**src/rtl/alu_mc_pkg.sv**
```systemverilog
// Shared ALU op codes, FSM state encoding and default width for alu_mc.
// The optional multiplier is enabled by defining ALU_MUL_EN.
package alu_mc_pkg;

  localparam int DEFAULT_WIDTH = 32;

  localparam logic [3:0] OP_AND  = 4'b0000;
  localparam logic [3:0] OP_OR   = 4'b0001;
  localparam logic [3:0] OP_ADD  = 4'b0010;
  localparam logic [3:0] OP_XOR  = 4'b0011;
  localparam logic [3:0] OP_NOR  = 4'b0100;
  localparam logic [3:0] OP_SLTU = 4'b0101;
  localparam logic [3:0] OP_SUB  = 4'b0110;
  localparam logic [3:0] OP_SLT  = 4'b0111;
  localparam logic [3:0] OP_MUL  = 4'b1000;

  typedef enum logic [1:0] {
    ST_IDLE = 2'b00,
    ST_BUSY = 2'b01,
    ST_DONE = 2'b10
  } state_t;

endpackage

```
**src/rtl/alu_mc_addsub.sv**
```systemverilog
// WIDTH-bit adder/subtractor with 4-bit group carry-lookahead.
// Exposes the carry into and out of the MSB so the caller can form signed overflow.
module alu_mc_addsub #(
  parameter int WIDTH = 32
) (
  input  logic [WIDTH-1:0] a,
  input  logic [WIDTH-1:0] b,
  input  logic             sub,
  output logic [WIDTH-1:0] sum,
  output logic             c_msb,
  output logic             c_out
);

  localparam int GRP = 4;
  localparam int NG  = (WIDTH + GRP - 1) / GRP;

  logic [WIDTH-1:0] bx;
  logic [WIDTH-1:0] g;
  logic [WIDTH-1:0] p;
  logic [NG:0]      gc;
  logic [WIDTH:0]   c;

  assign bx = sub ? ~b : b;
  assign g  = a & bx;
  assign p  = a ^ bx;

  // Group carries are resolved first; bit carries then ripple only inside a group.
  always_comb begin
    logic gg;
    logic gp;
    gc    = '0;
    c     = '0;
    gc[0] = sub;
    for (int k = 0; k < NG; k++) begin
      gg = 1'b0;
      gp = 1'b1;
      for (int j = 0; j < GRP; j++) begin
        if (k * GRP + j < WIDTH) begin
          gg = g[k*GRP+j] | (p[k*GRP+j] & gg);
          gp = gp & p[k*GRP+j];
        end
      end
      gc[k+1] = gg | (gp & gc[k]);
    end
    for (int i = 0; i < WIDTH; i++) begin
      if (i % GRP == 0) c[i] = gc[i/GRP];
      c[i+1] = g[i] | (p[i] & c[i]);
    end
  end

  assign sum   = p ^ c[WIDTH-1:0];
  assign c_msb = c[WIDTH-1];
  assign c_out = gc[NG];

endmodule

```
**src/rtl/alu_mc.sv**
```systemverilog
// Handshaked multi-cycle ALU: registered result, valid/ready on both sides.
// Define ALU_MUL_EN to build the iterative shift-add multiplier (op 1000).
module alu_mc
  import alu_mc_pkg::*;
#(
  parameter int WIDTH = DEFAULT_WIDTH,
  parameter int OPW   = 4
) (
  input  logic             clk,
  input  logic             resetn,
  input  logic             in_valid,
  output logic             in_ready,
  input  logic [WIDTH-1:0] A,
  input  logic [WIDTH-1:0] B,
  input  logic [OPW-1:0]   ALUop,
  output logic             out_valid,
  input  logic             out_ready,
  output logic [WIDTH-1:0] Result,
  output logic             Overflow,
  output logic             CarryOut,
  output logic             Zero
);

  localparam int CNT_W = $clog2(WIDTH);

  state_t           state_reg;
  logic             out_valid_reg;
  logic [WIDTH-1:0] result_reg;
  logic             ovf_reg;
  logic             cout_reg;
  logic             zero_reg;

  logic             accept;
  logic             is_mul;
  logic             mul_last;
  logic [WIDTH-1:0] mul_sum;

  logic             as_sub;
  logic [WIDTH-1:0] as_sum;
  logic             as_c_msb;
  logic             as_c_out;

  logic [WIDTH-1:0] alu_res;
  logic             alu_ovf;
  logic             alu_cout;
  logic             alu_zero;

  assign in_ready = (state_reg == ST_IDLE) | ((state_reg == ST_DONE) & out_ready);
  assign accept   = in_valid & in_ready;

  assign as_sub = (ALUop == OPW'(OP_SUB)) | (ALUop == OPW'(OP_SLT)) | (ALUop == OPW'(OP_SLTU));

  alu_mc_addsub #(.WIDTH(WIDTH)) u_addsub (
    .a     (A),
    .b     (B),
    .sub   (as_sub),
    .sum   (as_sum),
    .c_msb (as_c_msb),
    .c_out (as_c_out)
  );

  always_comb begin
    alu_res  = '0;
    alu_ovf  = 1'b0;
    alu_cout = 1'b0;
    alu_zero = 1'b0;
    case (ALUop)
      OPW'(OP_AND): alu_res = A & B;
      OPW'(OP_OR):  alu_res = A | B;
      OPW'(OP_XOR): alu_res = A ^ B;
      OPW'(OP_NOR): alu_res = ~(A | B);
      OPW'(OP_ADD), OPW'(OP_SUB): begin
        alu_res  = as_sum;
        alu_ovf  = as_c_msb ^ as_c_out;
        alu_cout = as_c_out;
        alu_zero = (as_sum == '0);
      end
      OPW'(OP_SLT):  alu_res = {{(WIDTH-1){1'b0}}, as_sum[WIDTH-1] ^ (as_c_msb ^ as_c_out)};
      OPW'(OP_SLTU): alu_res = {{(WIDTH-1){1'b0}}, ~as_c_out};
      default: ;
    endcase
  end

`ifdef ALU_MUL_EN
  logic [WIDTH-1:0] mcand_reg;
  logic [WIDTH-1:0] mplier_reg;
  logic [WIDTH-1:0] acc_reg;
  logic [CNT_W-1:0] cnt_reg;

  assign is_mul   = (ALUop == OPW'(OP_MUL));
  assign mul_last = (cnt_reg == CNT_W'(WIDTH - 1));
  assign mul_sum  = acc_reg + (mplier_reg[0] ? mcand_reg : '0);

  // One multiplier bit per cycle; only the low WIDTH bits of the product are kept.
  always_ff @(posedge clk or negedge resetn) begin
    if (!resetn) begin
      mcand_reg  <= '0;
      mplier_reg <= '0;
      acc_reg    <= '0;
      cnt_reg    <= '0;
    end else if (accept && is_mul) begin
      mcand_reg  <= A;
      mplier_reg <= B;
      acc_reg    <= '0;
      cnt_reg    <= '0;
    end else if (state_reg == ST_BUSY) begin
      acc_reg    <= mul_sum;
      mcand_reg  <= mcand_reg << 1;
      mplier_reg <= mplier_reg >> 1;
      cnt_reg    <= cnt_reg + 1'b1;
    end
  end
`else
  assign is_mul   = 1'b0;
  assign mul_last = 1'b0;
  assign mul_sum  = '0;
`endif

  always_ff @(posedge clk or negedge resetn) begin
    if (!resetn) begin
      state_reg     <= ST_IDLE;
      out_valid_reg <= 1'b0;
      result_reg    <= '0;
      ovf_reg       <= 1'b0;
      cout_reg      <= 1'b0;
      zero_reg      <= 1'b0;
    end else if (accept) begin
      if (is_mul) begin
        state_reg     <= ST_BUSY;
        out_valid_reg <= 1'b0;
      end else begin
        state_reg     <= ST_DONE;
        out_valid_reg <= 1'b1;
        result_reg    <= alu_res;
        ovf_reg       <= alu_ovf;
        cout_reg      <= alu_cout;
        zero_reg      <= alu_zero;
      end
    end else begin
      case (state_reg)
        ST_DONE: begin
          if (out_ready) begin
            state_reg     <= ST_IDLE;
            out_valid_reg <= 1'b0;
          end
        end
        ST_BUSY: begin
          if (mul_last) begin
            state_reg     <= ST_DONE;
            out_valid_reg <= 1'b1;
            result_reg    <= mul_sum;
            ovf_reg       <= 1'b0;
            cout_reg      <= 1'b0;
            zero_reg      <= 1'b0;
          end
        end
        default: ;
      endcase
    end
  end

  assign out_valid = out_valid_reg;
  assign Result    = result_reg;
  assign Overflow  = ovf_reg;
  assign CarryOut  = cout_reg;
  assign Zero      = zero_reg;

endmodule

```
**config.mk**
```make
export PLATFORM = sky130hd
export DESIGN_NAME = alu_mc
export DESIGN_NICKNAME = d
export VERILOG_FILES = /design/src/rtl/alu_mc_pkg.sv /design/src/rtl/alu_mc_addsub.sv /design/src/rtl/alu_mc.sv
export SDC_FILE = /design/constraint.sdc
export NUM_CORES = 1
export LEC_CHECK = 0
export BUFFER_PORTS_ARGS = -buffer_cell sky130_fd_sc_hd__buf_2
export CORE_MARGIN = 4
export CORE_UTILIZATION = 50
export CTS_CLUSTER_DIAMETER = 100
export DETAILED_ROUTE_END_ITERATION = 6
export HOLD_SLACK_MARGIN = 0.08
export PLACE_DENSITY_LB_ADDON = 0.05
export SLEW_MARGIN = 20
export SYNTH_ARGS = -nofsm -noshare
export SYNTH_HDL_FRONTEND = slang
export SYNTH_SLANG_ARGS = --single-unit
```
**constraint.sdc**
```tcl
create_clock -name clk -period 2.7 [get_ports clk]
set_input_delay 0.675 -clock clk [delete_from_list [all_inputs] [get_ports clk]]
set_output_delay 0.675 -clock clk [all_outputs]
set_load 0.01 [all_outputs]
```
==> Yosys cells after proc, flatten, opt, wreduce, memory -nomap -nowiden <==
Index checks and enable logic that the tools add are counted.
{ "op_classes": {"reduce_logical": 7, "n_bitwise": 152, "mux": 11, "n_eq_ne": 8} }
{ "op_table": {"columns": ["cell", "n"], "rows": [
  ["$pmux 32 s7", 1],
  ["$xor 32x32->32", 3],
  ["$and 1x1->1", 82],
  ["$and 32x32->32", 2],
  ["$not 32->32", 2],
  ["$or 1x1->1", 59],
  ["$logic_not 32->1", 1],
  ["$mux 32", 1],
  ["$or 32x32->32", 1],
  ["$eq 4x3->1 const B", 4],
  ["$eq 4x2->1 const B", 2],
  ["$mux 1", 6],
  ["$mux 2", 3],
  ["$eq 4x1->1 const B", 1],
  ["$logic_not 4->1", 1],
  ["$reduce_bool 2->1", 2],
  ["$eq 2x2->1 const B", 1],
  ["$logic_not 2->1", 1],
  ["$reduce_and 2->1", 1],
  ["$reduce_or 2->1", 1],
  ["$xor 1x1->1", 2],
  ["$not 1->1", 1]
]} }
{ "word_totals": {"register_bits": 38, "inputBits": 72, "output_inout_bits": 37, "word_cells": 184} }

==> Longest topological paths before layout <==
Gate-level depths: netlist of run 1.
{ "logic_depth": {"word_depth": 33, "ltp_mapped": 21} }

==> By module <==
Synthesis of run 1 repeated with hierarchy kept, for this count alone.
{ "unflattened": {"cells_unflattened": 610, "hier_area_um2": 5357.6} }
{ "modules_own_cells": {"columns": ["module", "seq_area_each_um2", "cells_each", "instances", "area_per_inst_um2"], "rows": [
  ["alu_mc", 900.9, 390, 1, 3520.9],
  ["alu_mc_addsub", 0.0, 220, 1, 1836.8]
]} }

==> Worst setup path before layout of run 1 <==
OpenSTA, ideal clock, no wires.
{ "synth_path": {"path_type": "input-to-reg", "start": "input ALUop[3]", "end": "register zero_reg (netlist: Zero)", "path_slack_ns": -2.302, "arrival_ns": 4.892, "cell_stages": 17, "path_cell_list": "nand2b_4 -> nor2_4 -> buf_1 -> xnor2_1 -> ha_1 -> a21oi_1 -> nand2_1 -> a221oi_4 -> o31ai_4 -> a21oi_2 -> inv_1 -> fa_1 -> fa_1 -> fa_1 -> nor4b_1 -> nand4_1 -> o41ai_1"} }
{ "synth_via": {"elab_chain_len": 33, "elab_cells_between_ends": 138} }
{ "synth_rtl": {"columns": ["element", "line", "text"], "rows": [
  ["start: declaration", "alu_mc.sv:15", "input logic [OPW-1:0] ALUop,"],
  ["$eq 4x3->1, on equally long branches", "alu_mc.sv:51, alu_mc.sv:67", null],
  ["$or 1x1->1 (2 in series)", "alu_mc.sv:51", "assign as_sub = (ALUop == OPW'(OP_SUB)) | (ALUop == OPW'(OP_SLT)) | (ALUop == OPW'(OP_SLTU));"],
  ["$mux 32", "alu_mc_addsub.sv:23", "assign bx = sub ? ~b : b;"],
  ["$xor 32x32->32 or $and 32x32->32 (tied branches)", "alu_mc_addsub.sv:25, alu_mc_addsub.sv:24", null],
  ["$and 1x1->1", "alu_mc_addsub.sv:39", "gg = g[k*GRP+j] | (p[k*GRP+j] & gg);"],
  ["$or 1x1->1", "alu_mc_addsub.sv:39", null],
  ["$and 1x1->1", "alu_mc_addsub.sv:39", null],
  ["$or 1x1->1", "alu_mc_addsub.sv:39", null],
  ["[16 not listed]", null, null],
  ["$or 1x1->1", "alu_mc_addsub.sv:47", "c[i+1] = g[i] | (p[i] & c[i]);"],
  ["$and 1x1->1", "alu_mc_addsub.sv:47", null],
  ["$or 1x1->1", "alu_mc_addsub.sv:47", null],
  ["$and 1x1->1", "alu_mc_addsub.sv:47", null],
  ["$or 1x1->1", "alu_mc_addsub.sv:47", null],
  ["$xor 32x32->32", "alu_mc_addsub.sv:51", "assign sum = p ^ c[WIDTH-1:0];"],
  ["$logic_not 32->1", "alu_mc.sv:76", "alu_zero = (as_sum == '0);"],
  ["$mux 1 *", "alu_mc.sv:67", "case (ALUop)"],
  ["end signal: assignment", "alu_mc.sv:137", "zero_reg <= alu_zero;"],
  ["end: declaration", "alu_mc.sv:31", "logic zero_reg;"]
]} }
Mark *: on every way between the ends. The rest lies on a longest branch, timed or not.
A chain may end at the register's enable or synchronous reset.

==> Worst setup path after layout of run 1 <==
{ "layout_path": {"start": "input ALUop[3]", "end": "register result_reg[31] (netlist: Result[31])"} }
{ "layout_via": {"elab_chain_len": 32, "elab_cells_between_ends": 99} }
{ "layout_rtl": {"columns": ["element", "line", "text"], "rows": [
  ["$eq 4x3->1", "alu_mc.sv:51, alu_mc.sv:67", null],
  ["$or 1x1->1 (2 in series)", "alu_mc.sv:51", null],
  ["$mux 32", "alu_mc_addsub.sv:23", null],
  ["$xor 32x32->32 or $and 32x32->32 (tied branches)", "alu_mc_addsub.sv:25, alu_mc_addsub.sv:24", null],
  ["$and 1x1->1", "alu_mc_addsub.sv:39", null],
  ["$or 1x1->1", "alu_mc_addsub.sv:39", null],
  ["$and 1x1->1", "alu_mc_addsub.sv:39", null],
  ["$or 1x1->1", "alu_mc_addsub.sv:39", null],
  ["[15 not listed]", null, null],
  ["$and 1x1->1", "alu_mc_addsub.sv:47", null],
  ["$or 1x1->1", "alu_mc_addsub.sv:47", null],
  ["$and 1x1->1", "alu_mc_addsub.sv:47", null],
  ["$or 1x1->1", "alu_mc_addsub.sv:47", null],
  ["$and 1x1->1", "alu_mc_addsub.sv:47", null],
  ["$or 1x1->1", "alu_mc_addsub.sv:47", null],
  ["$xor 32x32->32", "alu_mc_addsub.sv:51", null],
  ["$pmux 32 s7 *", "alu_mc.sv:67", null],
  ["end signal: assignment", "alu_mc.sv:134", "result_reg <= alu_res;"],
  ["end signal: assignment", "alu_mc.sv:151", "result_reg <= mul_sum;"],
  ["end: declaration", "alu_mc.sv:28", "logic [WIDTH-1:0] result_reg;"]
]} }
Marked as above.

==> results of run 1 <==
[path summary, 6_finish.rpt]
| path | startpoint | end | slack [ns] |
|---|---|---|---|
| min in group asynchronous | resetn | Result[12]$_DFFE_PN0P_ | 0.51 |
| hold / removal | Result[22]$_DFFE_PN0P_ | Result[22]$_DFFE_PN0P_ | 0.49 |
| max in group asynchronous | resetn | Result[1]$_DFFE_PN0P_ | 1.60 |
| hold reg to reg | Result[22]$_DFFE_PN0P_ | Result[22]$_DFFE_PN0P_ | 0.49 |
| setup reg to reg | out_valid$_DFFE_PN0P_ | Result[0]$_DFFE_PN0P_ | 1.20 |
| setup / recovery | ALUop[3] | Result[31]$_DFFE_PN0P_ | -1.83 |
[timing repair]
action	CTS	global route
setup buffers	10	9
endpoints found under the setup margin	34	33
gates resized for setup	100	50
cloned	1	0
pin swaps	74	53
[tightest hold or removal path, stage by stage (launching register included)]
cell and delay, ns:
dfrtp_1 0.35, nand2_1 0.05, o21ai_1 0.06
[power by group]
group | switching, mW | internal, mW | total [mW]
registers | 0.0326 | 0.606 | 0.639
clock network | 0.248 | 0.274 | 0.523
logic | 0.898 | 0.904 | 1.80
[Yosys cell counts (2+ instances only)]
cell type	n	share of area (%)
ha_1	96	25
inv_1	75	5.8
o21ai_0	61	6.3
nand2_1	54	4.2
xnor2_1	38	6.9
dfrtp_1	36	19
a221oi_1	31	5.6
a22oi_1	23	3.6
fa_1	23	9.5
clkbuf_1	22	1.7
a21oi_1	13	1.3
nand4_1	10	1.3
o221ai_1	8	1.4
a21o_1	7	1.1
nor4_1	6	0.77
nor3_1	5	0.52
buf_1	4	0.31
nand2b_1	4	0.52
nand3_1	4	0.41
nor2_1	4	0.31
xor2_1	3	0.54
nor2b_1	2	0.26
nor4b_1	2	0.36
o221ai_2	2	0.62
[final cells by class]
cell class,instances,area [um2]
Multi-Input combinational cell,413,4360
Timing Repair Buffer,265,1820
Clock buffer,5,68.8
Inverter,75,282
Sequential cell,36,901
Fill cell,586,1690
Tap cell,129,161
Clock inverter,3,42.5
[cell families after synthesis]
| family | after synthesis |
|---|---|
| AOI/OAI and AO/OA | 154 |
| xor gates and xnor gates | 41 |
| adders and majority gates | 119 |
| buffers and inverters | 102 |
| DFF | 36 |
| and+or+nand+nor | 99 |
[stage by stage]
step | cell area (um2) | worst slack (ns) | hold slack [ns]
after floorplan | 4950 | -1.76 | 0.379
after global placement | 6640 | -2.07 | 0.457
after detailed placement | 6640 | -2.12 | 0.465
after CTS | 7260 | -1.60 | 0.490
after global routing | 7640 | -1.99 | 0.511
final | 7640 | -1.83 | 0.488
[placed cells by master (no fill, tap or decap), types with 7 or more instances in the layout]
master | synthesis | layout
a21o_1 | 7 | 7
a21oi_1 | 13 | 7
a221oi_1 | 31 | 9
a221oi_2 | 0 | 22
a22oi_1 | 23 | 8
a22oi_2 | 0 | 15
buf_2 | 1 | 107
buf_4 | 0 | 142
buf_6 | 0 | 11
dfrtp_1 | 36 | 36
fa_2 | 0 | 23
ha_1 | 96 | 89
inv_1 | 75 | 70
nand2_1 | 54 | 52
nand4_1 | 10 | 10
o21ai_1 | 1 | 50
o221ai_2 | 2 | 7
xnor2_1 | 38 | 19
xnor2_2 | 0 | 12
xnor2_4 | 0 | 7
[metal layers]
metal | vias to the layer above | global-route usage, % | share of wire (%)
li1 | 2448 | - | -
met2 | 230 | 54.3 | 53
met5 | - | 0 | 0
met1 | 2609 | 31.9 | 37
met3 | 67 | 3.52 | 5.9
met4 | 0 | 12.8 | 3.7
==> impl_metrics.env, run 1 <==
export IMPL_synth_flop_cell="dfrtp_1"
export IMPL_dr_first_iter_drc_count=293
export IMPL_gp_congestion=0.888
export IMPL_synth_compound_area_share_pct=22.0
export IMPL_cp_slowest_cell="fa_2"
export IMPL_rsz0062_at_grt="true"
export IMPL_numCtsBuffers=5
export IMPL_synthArstFlopShare_pct=100
export IMPL_worstSetupEndpointType="flop"
export IMPL_yosys_area_share_adder_pct=34.2
export IMPL_cp_required_ns=2.89
export IMPL_cts_sinks=36
export IMPL_dp_hpwl_um=11700
export IMPL_grt_use_total_pct=28.7
export IMPL_tightest_slew_ns=1.08
export IMPL_synth_cells=551
export IMPL_cp_depth=24
export IMPL_syn_area_um2=4860
export IMPL_final_core_util_pct=81.9
export IMPL_path_class="input pin to flop"
export IMPL_synth_edf_count=0
export IMPL_antenna_left=0
export IMPL_insertion_delay_ns=0.30
export IMPL_slew_headroom_pct=28.1
export IMPL_portBuffers=108
export IMPL_tritoncts="yes"
export IMPL_status="finished, violations left"
export IMPL_worstHoldPathType="flop to flop"
export IMPL_antenna_found_initial=0
export IMPL_fin_total_pwr_mw=2.96
export IMPL_worstSetupStartpointType="input pin"
export IMPL_grt_overflow=0
export IMPL_place_inst=900
export IMPL_peakVddDrop_mv=0.264
export IMPL_synth_cell_type_count=42
export IMPL_syn_area_per_cell_um2=8.82
export IMPL_finalSetupTns_ns=-39.15
export IMPL_period_needed_ns=4.53
export IMPL_muxShareOfSynthArea_pct=0
export IMPL_synth_top_family_by_area="adder cells"
export IMPL_crit_chain="buf_6, nand2b_4, nor2_4, buf_12, buf_8, xnor2_2, ha_2, a21o_1, a21o_1, a21oi_2, o21ai_2, a21oi_2, o221ai_2, or2_4, fa_2, inv_2, fa_2, fa_2, xnor2_2, buf_4, a22oi_1, o21ai_1, a221oi_1, o21ai_1"
export IMPL_final_cells=926
export IMPL_final_max_slew_violation_count=0
export IMPL_synth_seq_cells=36
export IMPL_setup_violations=34
export IMPL_areaGrowthSynthToFinish_pct=57.2
export IMPL_yosysSeqAreaShare_pct=18.5
export IMPL_synthXorXnorAreaFrac_pct=7.39
export IMPL_routed_wl_um=17900
export IMPL_cts_path_max_buffers=2
export IMPL_cp_max_fo=8
export IMPL_routedWlPerCell_um=19.3
export IMPL_skew_ns=0.00381
export IMPL_yosys_area_share_simple_pct=9.97
export IMPL_arrival_ns=4.72
export IMPL_synth_warning_count=0
export IMPL_initial_core_util_pct=52.1
export IMPL_vias=5354
export IMPL_first_pass_iters=6
export IMPL_synth_fp_nets=742
export IMPL_p_per_area_nw_per_um2=388
export IMPL_leakage_nw=3.78
export IMPL_drv_cap=0
export IMPL_cp_slowest_stage_delay_ns=0.40
export IMPL_die_h_um=107
export IMPL_row_count=35
export IMPL_crit_path_frequent_cell="fa_2"
export IMPL_fin_nets=987
export IMPL_vias_per_cell=5.78
export IMPL_grt_max_degree=49
export IMPL_drc=0
export IMPL_ctsHoldBuffers=0
export IMPL_layout_setup_ws_ns=-1.83
export IMPL_largest_reg_flops=32
export IMPL_num_antenna_cells=0
export IMPL_cts_max_level=2
export IMPL_dieArea_um2=11400
export IMPL_root_buffer="clkbuf_8"
export IMPL_reg2reg_depth=4
export IMPL_cp_top_family="compound AO/OA/AOI/OAI gates"
export IMPL_ioPinCount=109
export IMPL_clock_fmax_ghz=0.221
export IMPL_hold_depth=2
export IMPL_crit_buf_inv=5
export IMPL_violations="negative setup slack"
export IMPL_grt_pass1_wl_um=26300
export IMPL_path_clk_slew_ns=0.09
export IMPL_final_hold_viol_count=0
export IMPL_fin_crit_sh_pct=168
export IMPL_core_area_um2=9330
export IMPL_drive_gt1_share_pct=51.2
export IMPL_die_w_um=107
export IMPL_grt_pass1_vias=5582
Note: power is estimated with default switching activity, not from simulation.
==> inputs of run 2 (changes only) <==
Settings changed: PLACE_DENSITY_LB_ADDON 0.05 to 0.15, SKIP_CTS_REPAIR_TIMING set to 1.
==> run 2 against run 1 <==
Compared with the run above: the flow still finishes with violations (negative setup slack); global-route usage decreased by 1.5 points; clock skew increased by 0.0051 ns; core utilization decreased by 3.2 points; hold slack got worse by 0.0076 ns; fmax decreased by 2.5%; setup slack got worse by 0.11 ns; count of clock-buffer cells in the layout increased by 1; critical path depth decreased by 2; largest cell class unchanged; largest power group unchanged.
==> impl_metrics.env, run 2 (same netlist as run 1, synthesis figures left out) <==
export IMPL_holdWs_ns=0.480
export IMPL_setup_violations=34
export IMPL_pwr_share_seq_pct=23.3
export IMPL_initial_core_util_pct=52.1
export IMPL_grt_max_degree=37
export IMPL_dp_hpwl_um=12100
export IMPL_fin_nets=992
export IMPL_antenna_left=0
export IMPL_final_cell_mix="buf_4, buf_2, ha_1"
export IMPL_timing_rr_end="Result[0]$_DFFE_PN0P_"
export IMPL_antenna_found_initial=0
export IMPL_first_pass_iters=6
export IMPL_routedWlPerCell_um=18.3
export IMPL_skew_ns=0.00886
export IMPL_die_h_um=107
export IMPL_portBuffers=108
export IMPL_cp_max_fo=8
export IMPL_fin_crit_sh_pct=172
export IMPL_final_cells=930
export IMPL_status="finished, violations left"
export IMPL_layout_setup_ws_ns=-1.95
export IMPL_clock_fmax_ghz=0.215
export IMPL_numCtsBuffers=5
export IMPL_intPower_mw=1.65
export IMPL_cp_required_ns=2.91
export IMPL_cts_path_max_buffers=2
export IMPL_final_core_util_pct=78.7
export IMPL_layout_commonest_cell="buf_4"
export IMPL_grt_pass1_vias=5278
export IMPL_dr_first_iter_drc_count=285
export IMPL_grt_pass1_wl_um=24900
export IMPL_period_needed_ns=4.65
export IMPL_arrival_ns=4.85
export IMPL_drive_gt1_share_pct=45.8
export IMPL_path_class="input pin to flop"
export IMPL_leakage_nw=3.73
export IMPL_tritoncts="yes"
export IMPL_worstSetupEndpointType="flop"
export IMPL_routed_wl_um=17000
export IMPL_core_area_um2=9330
export IMPL_dieArea_um2=11400
export IMPL_cts_max_level=2
export IMPL_grt_overflow=0
export IMPL_largest_reg_flops=32
export IMPL_reg2reg_slack_ns=0.99
export IMPL_ioPinCount=109
export IMPL_path_clk_slew_ns=0.09
export IMPL_areaGrowthSynthToFinish_pct=51.1
export IMPL_fin_total_pwr_mw=2.76
export IMPL_worstHoldPathType="flop to flop"
export IMPL_worstSetupStartpointType="input pin"
export IMPL_root_buffer="clkbuf_8"
export IMPL_worstSetupEndpoint="Zero$_DFFE_PN0P_"
export IMPL_cts_sinks=36
export IMPL_power_frac_clock_pct=14.9
export IMPL_place_inst=907
export IMPL_insertion_delay_ns=0.30
export IMPL_worstSetupStartpoint="ALUop[3]"
export IMPL_drc=0
export IMPL_reg2reg_from="out_valid$_DFFE_PN0P_"
export IMPL_final_max_slew_violation_count=0
export IMPL_drv_cap=0
export IMPL_peakVddDrop_mv=0.220
export IMPL_grt_use_total_pct=27.3
export IMPL_row_count=35
export IMPL_rsz0062_at_grt="true"
export IMPL_vias_per_cell=5.59
export IMPL_gp_congestion=0.919
export IMPL_p_sw_share_pct=40.3
export IMPL_combPwrFrac_pct=61.9
export IMPL_violations="negative setup slack"
export IMPL_p_per_area_nw_per_um2=376
export IMPL_die_w_um=107
export IMPL_vias=5196
export IMPL_p_switching_mw=1.11
export IMPL_final_hold_viol_count=0
export IMPL_reg2reg_depth=4
export IMPL_slew_headroom_pct=16.6
export IMPL_fillers=622
export IMPL_tightest_slew_ns=1.25
export IMPL_num_antenna_cells=0
==> run 2: changes by cell type in the layout (fill, tap and decap cells not counted), moves of 4 or more <==
| cell | before | now |
|---|---|---|
| xnor2_4 | 7 | 1 |
| o21ai_2 | 6 | 0 |
| xnor2_1 | 19 | 27 |
| fa_2 | 23 | 18 |
| fa_1 | 0 | 5 |
| o21ai_0 | 6 | 13 |
| a22oi_1 | 8 | 18 |
| ha_1 | 89 | 94 |
| a22oi_2 | 15 | 5 |
| o221ai_2 | 7 | 3 |
| buf_6 | 11 | 7 |
| ha_4 | 6 | 2 |
| buf_4 | 142 | 150 |
==> run 2: metrics by stage <==
step           setup TNS, ns  setup slack, ns  cell area (um2)
3_5_place_dp          -54.38            -2.28             6700
2_1_floorplan         -40.38            -1.76             4950
4_1_cts               -43.41            -1.99             6770
5_1_grt               -49.64            -2.09             7340
3_3_place_gp          -49.81            -2.05             6700
6_report              -43.47            -1.95             7340
==> run 2: power groups by stage <==
stage / Combinational [mW] / Sequential (mW) / Clock [mW]
floorplan: 0.700 / 0.684 / 0
global placement: 1.37 / 0.649 / 0
detailed placement: 1.43 / 0.652 / 0
CTS: 1.43 / 0.642 / 0.417
global route: 1.84 / 0.651 / 0.431
finish: 1.71 / 0.642 / 0.410
==> run 2: final cells by class <==
cell class	instances	area, um2	share of cell area (%)
Multi-Input combinational cell	413	4060	55.3
Timing Repair Buffer	270	1860	25.3
Sequential cell	36	901	12.3
Inverter	75	282	3.84
Tap cell	129	161	2.20
Clock buffer	6	72.6	0.989
Clock inverter	1	5.00	0.0682
==> run 2: worst min path at each step <==
stage	cells after the start	start	slack (ns)	end
2_1_floorplan	0	resetn	0.38	CarryOut$_DFFE_PN0P_
3_3_place_gp	2	Result[13]$_DFFE_PN0P_	0.46	Result[13]$_DFFE_PN0P_
3_5_place_dp	2	Result[13]$_DFFE_PN0P_	0.47	Result[13]$_DFFE_PN0P_
4_1_cts	2	Result[13]$_DFFE_PN0P_	0.49	Result[13]$_DFFE_PN0P_
5_1_grt	2	Result[11]$_DFFE_PN0P_	0.50	Result[11]$_DFFE_PN0P_
6_report	2	Result[13]$_DFFE_PN0P_	0.48	Result[13]$_DFFE_PN0P_
==> run 2: per-layer routing <==
layer  track usage, %  share of wire [%]  up-vias
met1             32.6                 39     2480
met5                0                  0        -
met2             49.5                 52      214
met3             3.76                5.9       48
met4             9.95                3.2        0
li1                 -                  -     2454
==> run 2: critical path: stages <==
cell      delay (ns)
buf_6           0.10
nand2b_4        0.14
nor2_4          0.18
buf_12          0.18
buf_6           0.11
xnor2_2         0.05
ha_1            0.31
and4_4          0.24
a221oi_4        0.07
o31ai_4         0.35
a21oi_2         0.11
buf_4           0.16
o221ai_4        0.16
or2_4           0.16
fa_2            0.20
inv_2           0.04
fa_2            0.35
fa_2            0.40
xnor2_2         0.17
nor4_2          0.31
nand4_1         0.16
o41ai_2         0.21
==> inputs of run 3 (changes only) <==
Settings changed: PLACE_DENSITY set to 0.75, PLACE_DENSITY_LB_ADDON 0.15 to unset.
==> run 3 against run 2 <==
Compared with the run above: the flow still finishes with violations (negative setup slack); final area rose by 3.2%; wire length up 13%; via count rose by 7.4%; non-clock buffer count decreased by 10; total power rose by 15%; final cell count shrank 0.97%; count of clock-buffer cells in the layout shrank 1; die area unchanged; critical path depth is 2 lower; first-iteration DRC count grew 40%; combinational power rose by 6%; sequential cell count stayed put; critical path type unchanged; critical endpoint unchanged; highest routed layer unchanged.
==> impl_metrics.env, run 3 (same netlist as run 1, synthesis figures left out) <==
export IMPL_crit_chain="buf_6, nand2b_4, nor2_4, buf_12, xnor2_2, ha_1, buf_6, nand4_1, o31ai_4, a21oi_4, o221ai_4, or2_4, fa_2, inv_2, fa_2, fa_2, nand2_2, nor3_2, nand4_1, o41ai_1"
export IMPL_final_core_util_pct=81.2
export IMPL_p_per_area_nw_per_um2=420
export IMPL_fin_total_pwr_mw=3.18
export IMPL_skew_ns=0.0127
export IMPL_antenna_left=0
export IMPL_crit_path_frequent_cell="fa_2"
export IMPL_cp_slowest_cell="fa_2"
export IMPL_final_cells=921
export IMPL_grt_overflow=0
export IMPL_tightest_slew_ns=0.937
export IMPL_largest_reg_flops=32
export IMPL_min_from="Result[8]$_DFFE_PN0P_"
export IMPL_numCtsBuffers=5
export IMPL_clock_fmax_ghz=0.215
export IMPL_cp_required_ns=2.92
export IMPL_die_h_um=107
export IMPL_routedWlPerCell_um=20.8
export IMPL_grt_max_degree=37
export IMPL_final_hold_viol_count=0
export IMPL_pre_cts_ws_ns=-2.17
export IMPL_dr_first_iter_drc_count=398
export IMPL_grt_use_total_pct=27.0
export IMPL_placed_cell_area_um2=6600
export IMPL_first_pass_iters=5
export IMPL_portBuffers=108
export IMPL_path_clk_slew_ns=0.10
export IMPL_ioPinCount=109
export IMPL_insertion_delay_ns=0.31
export IMPL_layout_setup_ws_ns=-1.95
export IMPL_hold_depth=2
export IMPL_row_count=35
export IMPL_gp_congestion=0.943
export IMPL_holdWs_ns=0.487
export IMPL_cts_max_level=2
export IMPL_drv_cap=0
export IMPL_cts_path_max_buffers=2
export IMPL_routed_wl_um=19200
export IMPL_worstHoldPathType="flop to flop"
export IMPL_slew_headroom_pct=37.5
export IMPL_leakage_nw=3.76
export IMPL_vias_per_cell=6.06
export IMPL_finalSetupTns_ns=-46.29
export IMPL_cp_slowest_stage_delay_ns=0.58
export IMPL_tritoncts="yes"
export IMPL_worstSetupStartpointType="input pin"
export IMPL_reg2reg_depth=4
export IMPL_rsz0062_at_grt="true"
export IMPL_violations="negative setup slack"
export IMPL_dp_hpwl_um=11900
export IMPL_drive_gt1_share_pct=48.6
export IMPL_period_needed_ns=4.65
export IMPL_peakVddDrop_mv=0.303
export IMPL_areaGrowthSynthToFinish_pct=56.0
export IMPL_status="finished, violations left"
export IMPL_drc=0
export IMPL_initial_core_util_pct=52.1
export IMPL_worstSetupStartpoint="ALUop[3]"
export IMPL_path_class="input pin to flop"
export IMPL_vias=5578
export IMPL_grt_pass1_vias=5412
export IMPL_place_inst=898
export IMPL_worstSetupEndpointType="flop"
export IMPL_layout_commonest_cell="buf_4"
export IMPL_antenna_found_initial=0
export IMPL_final_max_slew_violation_count=0
export IMPL_core_area_um2=9330
export IMPL_root_buffer="clkbuf_8"
export IMPL_reg2reg_from="out_valid$_DFFE_PN0P_"
export IMPL_grt_pass1_wl_um=24800
export IMPL_dieArea_um2=11400
export IMPL_final_cell_mix="buf_4, buf_2, ha_1"
export IMPL_fin_crit_sh_pct=172
export IMPL_cp_max_fo=6
export IMPL_fin_area_um2=7580
export IMPL_fin_nets=982
export IMPL_die_w_um=107
export IMPL_num_antenna_cells=0
export IMPL_cts_sinks=36
export IMPL_setup_violations=34
export IMPL_arrival_ns=4.87
run 3: worst paths after layout:
kind	to	slack (ns)
setup / recovery	Zero$_DFFE_PN0P_	-1.95
hold / removal	Result[8]$_DFFE_PN0P_	0.49
setup reg to reg	Result[0]$_DFFE_PN0P_	0.96
hold reg to reg	Result[8]$_DFFE_PN0P_	0.49
max in group asynchronous	Result[31]$_DFFE_PN0P_	1.62
min in group asynchronous	Result[8]$_DFFE_PN0P_	0.50
run 3: layer usage:
layer | GRT usage, % | share of wire, % | wire, um
met1 | 30.6 | 36 | 6890
met2 | 49.2 | 49 | 9460
met4 | 12.5 | 7.9 | 1510
met5 | 0 | 0 | 0
met3 | 4.31 | 7.0 | 1340
run 3: final cells by class:
cell class                 count  area, um2
multi-input combinational    413       4300
timing repair buffer         260       1770
fill                         537       1750
sequential                    36        901
inverter                      75        284
tap                          129        161
clock inverter                 3       90.1
clock buffer                   5       68.8
run 3: worst max-delay path, delay by kind of cell:
kind	cells	cell delay (ns)
AOI/OAI and AO/OA	4	1.06
xor gates and xnor gates	1	0.08
adders and majority gates	4	1.46
buffers and inverters	4	0.46
and+or+nand+nor	7	1.12
run 3: power breakdown:
part / leakage [nW] / switching [mW] / internal [mW]
Clock: 0.0784 / 0.258 / 0.463
Combinational: 3.20 / 0.924 / 0.896
Sequential: 0.478 / 0.0370 / 0.606
